File: src/rtl/manchester_tx_encoder.sv
// Manchester line encoder (IEEE 802.3 polarity) fed by an AXI-Stream byte source.
// Serializes bytes back-to-back within a frame, enforces an inter-frame gap, aborts on underrun.
module manchester_tx_encoder #(
  parameter int DATA_WIDTH      = 8,
  parameter int HALF_BIT_CYCLES = 4,
  parameter int IFG_BITS        = 12,
  parameter int LSB_FIRST       = 1
) (
  input  logic                  aclk,
  input  logic                  aresetn,
  input  logic [DATA_WIDTH-1:0] s_axis_tdata,
  input  logic                  s_axis_tvalid,
  output logic                  s_axis_tready,
  input  logic                  s_axis_tlast,
  output logic                  tx_out,
  output logic                  tx_en,
  output logic                  busy,
  output logic                  underrun
);

  localparam int GAP_CYCLES = IFG_BITS * 2 * HALF_BIT_CYCLES;
  localparam int HW = (HALF_BIT_CYCLES > 1) ? $clog2(HALF_BIT_CYCLES) : 1;
  localparam int BW = $clog2(DATA_WIDTH);
  localparam int GW = $clog2(GAP_CYCLES + 1);

  localparam logic [HW-1:0] HALF_LAST = HW'(HALF_BIT_CYCLES - 1);
  localparam logic [BW-1:0] BIT_LAST  = BW'(DATA_WIDTH - 1);
  localparam logic [GW-1:0] GAP_LAST  = GW'(GAP_CYCLES - 1);

  typedef enum logic [1:0] {
    ST_IDLE  = 2'd0,
    ST_SHIFT = 2'd1,
    ST_GAP   = 2'd2
  } state_t;

  state_t                state_r;
  logic [DATA_WIDTH-1:0] shift_r;
  logic                  last_r;
  logic [HW-1:0]         half_cnt_r;
  logic                  half_idx_r;
  logic [BW-1:0]         bit_idx_r;
  logic [GW-1:0]         gap_cnt_r;
  logic                  tx_out_r;
  logic                  tx_en_r;
  logic                  busy_r;
  logic                  underrun_r;

  logic                  half_end_s;
  logic                  byte_end_s;
  logic                  ready_s;
  logic                  accept_s;

  // Bit that goes on the line next, honouring the configured bit order.
  function automatic logic lead_bit(input logic [DATA_WIDTH-1:0] d);
    return (LSB_FIRST != 0) ? d[0] : d[DATA_WIDTH-1];
  endfunction

  // Drop the bit just sent so the next one sits in the lead position.
  function automatic logic [DATA_WIDTH-1:0] advance(input logic [DATA_WIDTH-1:0] d);
    return (LSB_FIRST != 0) ? {1'b0, d[DATA_WIDTH-1:1]} : {d[DATA_WIDTH-2:0], 1'b0};
  endfunction

  // Ready is open in IDLE and in the very last cycle of a non-final byte; never looks at tvalid.
  always_comb begin
    half_end_s = (half_cnt_r == HALF_LAST);
    byte_end_s = half_end_s && half_idx_r && (bit_idx_r == BIT_LAST);
    case (state_r)
      ST_IDLE:  ready_s = 1'b1;
      ST_SHIFT: ready_s = byte_end_s && !last_r;
      ST_GAP:   ready_s = 1'b0;
      default:  ready_s = 1'b0;
    endcase
    accept_s = ready_s && s_axis_tvalid;
  end

  // Frame sequencer: serializer, half-bit timing, gap timer and registered line outputs.
  always_ff @(posedge aclk or negedge aresetn) begin
    if (!aresetn) begin
      state_r    <= ST_IDLE;
      shift_r    <= {DATA_WIDTH{1'b0}};
      last_r     <= 1'b0;
      half_cnt_r <= {HW{1'b0}};
      half_idx_r <= 1'b0;
      bit_idx_r  <= {BW{1'b0}};
      gap_cnt_r  <= {GW{1'b0}};
      tx_out_r   <= 1'b0;
      tx_en_r    <= 1'b0;
      busy_r     <= 1'b0;
      underrun_r <= 1'b0;
    end else begin
      underrun_r <= 1'b0;
      case (state_r)
        ST_IDLE: begin
          if (accept_s) begin
            state_r    <= ST_SHIFT;
            shift_r    <= s_axis_tdata;
            last_r     <= s_axis_tlast;
            half_cnt_r <= {HW{1'b0}};
            half_idx_r <= 1'b0;
            bit_idx_r  <= {BW{1'b0}};
            tx_out_r   <= ~lead_bit(s_axis_tdata);
            tx_en_r    <= 1'b1;
            busy_r     <= 1'b1;
          end
        end
        ST_SHIFT: begin
          if (!half_end_s) begin
            half_cnt_r <= half_cnt_r + HW'(1'b1);
          end else begin
            half_cnt_r <= {HW{1'b0}};
            if (!half_idx_r) begin
              // second half carries the true bit value
              half_idx_r <= 1'b1;
              tx_out_r   <= lead_bit(shift_r);
            end else if (bit_idx_r != BIT_LAST) begin
              half_idx_r <= 1'b0;
              bit_idx_r  <= bit_idx_r + BW'(1'b1);
              shift_r    <= advance(shift_r);
              tx_out_r   <= ~lead_bit(advance(shift_r));
            end else if (accept_s) begin
              // next byte continues the line with no idle half-bit
              half_idx_r <= 1'b0;
              bit_idx_r  <= {BW{1'b0}};
              shift_r    <= s_axis_tdata;
              last_r     <= s_axis_tlast;
              tx_out_r   <= ~lead_bit(s_axis_tdata);
            end else begin
              state_r    <= ST_GAP;
              half_idx_r <= 1'b0;
              bit_idx_r  <= {BW{1'b0}};
              shift_r    <= {DATA_WIDTH{1'b0}};
              gap_cnt_r  <= {GW{1'b0}};
              tx_out_r   <= 1'b0;
              tx_en_r    <= 1'b0;
              underrun_r <= !last_r;
            end
          end
        end
        ST_GAP: begin
          if (gap_cnt_r == GAP_LAST) begin
            state_r   <= ST_IDLE;
            gap_cnt_r <= {GW{1'b0}};
            busy_r    <= 1'b0;
          end else begin
            gap_cnt_r <= gap_cnt_r + GW'(1'b1);
          end
        end
        default: begin
          state_r    <= ST_IDLE;
          half_cnt_r <= {HW{1'b0}};
          half_idx_r <= 1'b0;
          bit_idx_r  <= {BW{1'b0}};
          gap_cnt_r  <= {GW{1'b0}};
          tx_out_r   <= 1'b0;
          tx_en_r    <= 1'b0;
          busy_r     <= 1'b0;
        end
      endcase
    end
  end

  assign s_axis_tready = ready_s;
  assign tx_out        = tx_out_r;
  assign tx_en         = tx_en_r;
  assign busy          = busy_r;
  assign underrun      = underrun_r;

endmodule
File: config.mk
export PLATFORM = sky130hd
export DESIGN_NAME = manchester_tx_encoder
export DESIGN_NICKNAME = d
export VERILOG_FILES = /design/src/rtl/manchester_tx_encoder.sv
export SDC_FILE = /design/constraint.sdc
export NUM_CORES = 1
export LEC_CHECK = 0
export CORE_MARGIN = 5
export CORE_UTILIZATION = 58
export CTS_CLUSTER_DIAMETER = 80
export DETAILED_ROUTE_END_ITERATION = 10
export PLACE_DENSITY = 0.82
export RECOVER_POWER = 50
export SLEW_MARGIN = 20
export SYNTH_ARGS = -nofsm -noshare
export SYNTH_HDL_FRONTEND = slang
export SYNTH_SLANG_ARGS = --single-unit
File: constraint.sdc
create_clock -name aclk -period 5 [get_ports aclk]
set_input_delay 0.75 -clock aclk [delete_from_list [all_inputs] [get_ports aclk]]
set_output_delay 0.75 -clock aclk [all_outputs]
set_load 0.1 [all_outputs]
==> results of run 1 <==
==> registers in the layout, indices dropped and copies added (netlist names) <==
signal,count
last_r,1
half_cnt_r,2
underrun,1
busy,1
gap_cnt_r,7
tx_out,1
half_idx_r,1
bit_idx_r,3
shift_r,8
tx_en,1
state_r,2
==> path summary, 6_finish.rpt <==
kind | start | end | depth (start not counted)
worst max-delay path | bit_idx_r[0] | s_axis_tready | 5
worst min-delay path | bit_idx_r[1] | bit_idx_r[1] | 2
worst max register to register | bit_idx_r[0] | last_r | 5
worst min register to register | bit_idx_r[1] | bit_idx_r[1] | 2
max in group asynchronous | aresetn | shift_r[5] | 2
min in group asynchronous | aresetn | busy | 2
==> synth_stat cells, types with 3 or more instances <==
library cell   n  area (µm²)
a21oi_1        4        20.0
a221o_1        7        70.1
and3_1         7        43.8
buf_2          3        15.0
dfrtp_1       28         701
ha_1           4        50.1
inv_1          4        15.0
nand2_1       16        60.1
nand2b_1       4        25.0
nand3_1        3        15.0
nor2_1         8        30.0
o21ai_0       10        50.1
o22ai_1        4        25.0
==> report_power, final <==
| part | switching [mW] | internal (mW) |
|---|---|---|
| clock network | 0.0654 | 0.0446 |
| logic | 0.0150 | 0.0135 |
| registers | 0.00311 | 0.231 |
==> cells by family after synthesis <==
| logic type | count (synthesis) |
|---|---|
| simple gates | 52 |
| compound gates | 40 |
| flops | 28 |
| buf+inv | 11 |
| fa+ha+maj | 4 |
| xor+xnor | 2 |
| mux | 1 |
==> tightest hold or removal path, stage by stage (launching register included) <==
cell	delay, ps
dfrtp_1	380
nand2_1	50
o21ai_0	60
==> cell type report <==
| cell class | count | area, µm² | share of cell area, % |
|---|---|---|---|
| Sequential cell | 28 | 701 | 43.3 |
| Multi-Input combinational cell | 99 | 664 | 41.1 |
| Timing Repair Buffer | 17 | 164 | 10.1 |
| Tap cell | 30 | 37.5 | 2.32 |
| Clock buffer | 4 | 36.3 | 2.24 |
| Inverter | 4 | 15.0 | 0.928 |
==> per-stage QoR <==
step,instance area (µm²),std cells,hold WS (ps),util [%]
floorplan,1430,138,454,-
global placement,1590,178,470,65.9
detailed placement,1590,178,484,65.9
CTS,1620,182,516,67.4
global route,1620,182,524,67.1
finish,1620,182,517,67.1
==> per-layer routing <==
layer	GRT usage, %	vias to the layer above
met5	0	-
met4	6.96	0
met3	3.05	8
met2	32.4	47
met1	25.5	546
li1	-	540
==> summary.txt, run 1 <==
Status - finished, final reports clean
Endpoints failing hold - 0
Vias in the first global route - 1174
Filler Cell Count - 186
Met3 wire len - 186 µm
Die area - 3550 µm²
Worst setup margin - 1360 ps
Number of buffers and inverters on the critical path - 1
Clock Sinks - 28
Commonest non-fill, non-tap cells in the layout - dfrtp_1 (28), nand2_1 (16), clkdlybuf4s50_1 (15), o21ai_0 (10), nor2_1 (8)
Post-synthesis mux area share - 1.05%
Largest net degree at the start of global routing - 29
Worst-path fanout max - 8
Cell Area, Synth - 1430 µm²
Synth Instances - 138
CTS Buf Count - 3
CP required - 4250 ps
DP Worst Slack - 1750 ps
WS Path Type - flip-flop to primary output
Ys Warns - 0
Setup TNS - 0 ps
Share of cells above drive strength 1 - 7.24%
Post-synthesis xor/xnor area fraction - 1.23%
CTS Buffer Depth - 2
Chip Width - 59.6 µm
Input/output buffers - 16
Layout area overhead - 13.5%
Starting Density - 59.1%
Initial antenna violation count - 0
Leading cell type in the layout, fill and taps excluded - dfrtp_1
Final GP Congestion - 0.885
Max-Cap Viols - 0
Pwr per Cell Area - 230 nW/µm²
CP Launch Type - flip-flop
Hold bufs inserted after CTS - 0
Via/cell ratio - 6.27
Initial DRC Count - 41
Root Driver - clkbuf_4
Largest stage delay on the critical path - 1170 ps
Metal-1 WL - 1.32 mm
Avg WL per Cell - 16.7 µm
Dpl hpwl - 2.18 mm
Clock tree from TritonCTS - built
Remaining DRCs - 0
Post-route ant nets - 0
Die Y - 59.6 µm
H-tree levels - 1
Antenna cells - 0
Post-route clock period utilization - 72.8%
DR pass1 iterations - 4
Sequential-to-total area share from yosys stat - 49.2%
RSZ-0062 raised after global routing - no
Routed WL - 3.04 mm
Post-synthesis adder-cell area fraction - 3.51%
Cts repair resizes - 0
Top delay family on crit path - buffers and inverters
Worst vdd ir - 236 µV
Synthesized netlist net count - 154
Post-synthesis compound-gate area fraction - 21.5%
Post-CTS repair timing setup buffer count - 0
Pwr Total - 373 µW
CP Capture Type - primary output
Hold crit path type - flip-flop to flip-flop
# setup viols final - 0
Synth Flop Type - dfrtp_1
Post-synth EDFFs - 0
Worst slew pin tran - 1480 ps
Syn Area/Cell - 10.3 µm²
Io pins - 17
R2r setup slk - 3040 ps
Crit path time final - 3640 ps
Latest clock arrival within the worst-skew pair - 330 ps
Synth Area in Simple Gates - 19.5%
Cell mode on critical path - ha_1
Post-synthesis sequential element count - 28
Met2 wire len - 1.47 mm
Core Area - 2410 µm²
Static leakage - 0.725 nW
Asr flop ratio synth - 100%
Clock transition at the registers of the reported paths - 150 ps
GRT overflow - 0
Total GRT Usage - 19.5%
Global-route wire length before repair - 5.31 mm
Critical path arrival - 2890 ps
Worst path slowest cell - clkdlybuf4s50_1
Rel. slew slack - 1.44%
Final nets - 169
Top sig layer - met4
Largest family of logic cells by synthesized area - compound AO/OA/AOI/OAI gates
CP Cell Sequence - ha_1, ha_1, nand4b_1, a21oi_1, clkdlybuf4s50_1
Slew Viols, Final - 0
Rows - 18
Synth cell types - 42
Fmax - 275 MHz
Worst Skew - 3.62 ps
Vias - 1141
Note: power is estimated with default switching activity, not from simulation.
==> run 2: changes to the inputs <==
--- a/config.mk
+++ b/config.mk
@@ -6,10 +6,10 @@
 export NUM_CORES = 1
 export LEC_CHECK = 0
 export CORE_MARGIN = 5
-export CORE_UTILIZATION = 58
+export CORE_UTILIZATION = 49
 export CTS_CLUSTER_DIAMETER = 80
 export DETAILED_ROUTE_END_ITERATION = 10
-export PLACE_DENSITY = 0.82
+export PLACE_DENSITY = 0.74
 export RECOVER_POWER = 50
 export SLEW_MARGIN = 20
 export SYNTH_ARGS = -nofsm -noshare
==> constraint.sdc (replaced) <==
create_clock -name aclk -period 3 [get_ports aclk]
set_input_delay 0.45 -clock aclk [delete_from_list [all_inputs] [get_ports aclk]]
set_output_delay 0.45 -clock aclk [all_outputs]
set_load 0.1 [all_outputs]
==> summary.txt, run 2 (same netlist as run 1, synthesis figures left out) <==
Status - finished, final reports clean
Remaining DRCs - 0
Setup TNS - 0 ps
Largest Register - shift_r
# setup viols final - 0
Hold bufs inserted after CTS - 0
Die Y - 63.9 µm
Die area - 4090 µm²
Input/output buffers - 16
Multi-input logic area - 667 µm²
Worst vdd ir - 285 µV
Post-route ant nets - 0
Top flop regs - shift_r: 8 flops, gap_cnt_r: 7 flops, bit_idx_r: 3 flops
Dpl hpwl - 2.05 mm
Worst-path fanout max - 8
CTS Buf Count - 3
Register area - 701 µm²
Core Area - 2780 µm²
WS Path Type - flip-flop to primary output
Worst setup margin - 542 ps
Root Driver - clkbuf_4
Clock tree from TritonCTS - built
Post-route clock period utilization - 81.9%
Avg WL per Cell - 16.0 µm
Worst Skew - 9.38 ps
Io pins - 17
Filler Cell Count - 241
CP Launch Type - flip-flop
Routed WL - 2.92 mm
Initial DRC Count - 72
Rel. slew slack - 1.94%
Top delay family on crit path - adder cells
DP Worst Slack - 955 ps
Leading cell type in the layout, fill and taps excluded - dfrtp_1
DR pass1 iterations - 4
Slew Viols, Final - 0
Seq pwr share - 57.2%
Placed cells - 179
Via/cell ratio - 6.10
Pwr per Cell Area - 420 nW/µm²
Chip Width - 63.9 µm
Largest stage delay on the critical path - 400 ps
H-tree levels - 1
Worst slew pin tran - 1470 ps
Rows - 19
Initial antenna violation count - 0
Final GP Congestion - 0.904
CTS Buffer Depth - 2
Net Sw Power - 139 µW
Fmax - 407 MHz
Share of cells above drive strength 1 - 10.5%
Largest net degree at the start of global routing - 29
Commonest non-fill, non-tap cells in the layout - dfrtp_1 (28), nand2_1 (16), o21ai_0 (10), clkdlybuf4s50_1 (10), nor2_1 (8)
Max FFs per register - 8
Hold crit path type - flip-flop to flip-flop
RSZ-0062 raised after global routing - no
Endpoints failing hold - 0
Total GRT Usage - 15.4%
Cell mode on critical path - ha_1
Starting Density - 51.2%
Latest clock arrival within the worst-skew pair - 330 ps
Antenna cells - 0
Clock power share - 35.9%
Max-Cap Viols - 0
Switching Share - 20.4%
Number of buffers and inverters on the critical path - 1
Clock Sinks - 28
Static leakage - 0.737 nW
Global-route wire length before repair - 5.04 mm
Comb power frac - 6.9%
Final nets - 169
Cts repair resizes - 0
Critical path arrival - 2010 ps
Vias in the first global route - 1107
GRT overflow - 0
Layout area overhead - 13.8%
Worst path slowest cell - dfrtp_1
CP Cell Sequence - ha_1, ha_1, nand4b_1, a21oi_1, buf_4
CP Capture Type - primary output
Non-Filler Instances - 183
Int Pwr - 542 µW
Post-CTS repair timing setup buffer count - 0
Vias - 1116
Crit path time final - 2460 ps
CP required - 2550 ps
Clock transition at the registers of the reported paths - 140 ps
## run 2: changes by cell type in the layout (fill, tap and decap cells not counted)
cell and change:
clkdlybuf4s50_1 -5, buf_4 +4, and2_0 -1, and2_4 +1, bufinv_16 +1, clkbuf_1 +1, clkbuf_8 -1
## run 2: tightest hold or removal path, stage by stage, from the launching register on
cell and delay [ps]:
dfrtp_1 380, nand2_1 50, o21ai_0 60
## run 2: area by class of cell
| class | count | area share [%] |
|---|---|---|
| flip-flops and latches | 28 | 43.2 |
| multi-input cells | 99 | 41.1 |
| repair buffers | 17 | 9.10 |
| well taps | 31 | 2.39 |
| clock inverters | 1 | 1.85 |
| clock buffers | 3 | 1.39 |
| inverters | 4 | 0.926 |
## run 2: power by group through the flow
stage | clock network [mW] | logic [mW] | registers [mW]
after global placement | 0 | 0.0478 | 0.397
final | 0.245 | 0.0469 | 0.390
after floorplan | 0 | 0.0103 | 0.406
after detailed placement | 0 | 0.0484 | 0.397
after CTS | 0.254 | 0.0487 | 0.390
after global routing | 0.271 | 0.0510 | 0.391
## run 2: path summary, 6_finish.rpt
path | start | slack [ps] | cells past startpoint | to
max | bit_idx_r[0] | 540 | 5 | s_axis_tready
min | bit_idx_r[2] | 510 | 2 | bit_idx_r[2]
max reg2reg | bit_idx_r[0] | 1060 | 5 | last_r
min reg2reg | bit_idx_r[2] | 510 | 2 | bit_idx_r[2]
max in group asynchronous | aresetn | 1160 | 2 | bit_idx_r[1]
min in group asynchronous | aresetn | 980 | 2 | state_r[1]
## run 2: layer usage
metal | share of wire [%] | GRT usage [%] | vias up | routed length [µm]
li1 | - | - | 537 | -
met2 | 49 | 25.6 | 29 | 1430
met4 | 1.6 | 6.49 | 0 | 47
met5 | 0 | 0 | - | 0
met3 | 3.7 | 2.63 | 5 | 107
met1 | 46 | 19.8 | 545 | 1330
## run 2: stage by stage
step           hold WS, ps  utilization [%]  instance area [µm²]  power [mW]
6_report               508             58.3                 1620       0.681
2_1_floorplan          154                -                 1430       0.416
3_3_place_gp           472             56.7                 1580       0.444
3_5_place_dp           475             56.7                 1580       0.445
4_1_cts                479             58.6                 1630       0.692
5_1_grt                537             58.3                 1620       0.713
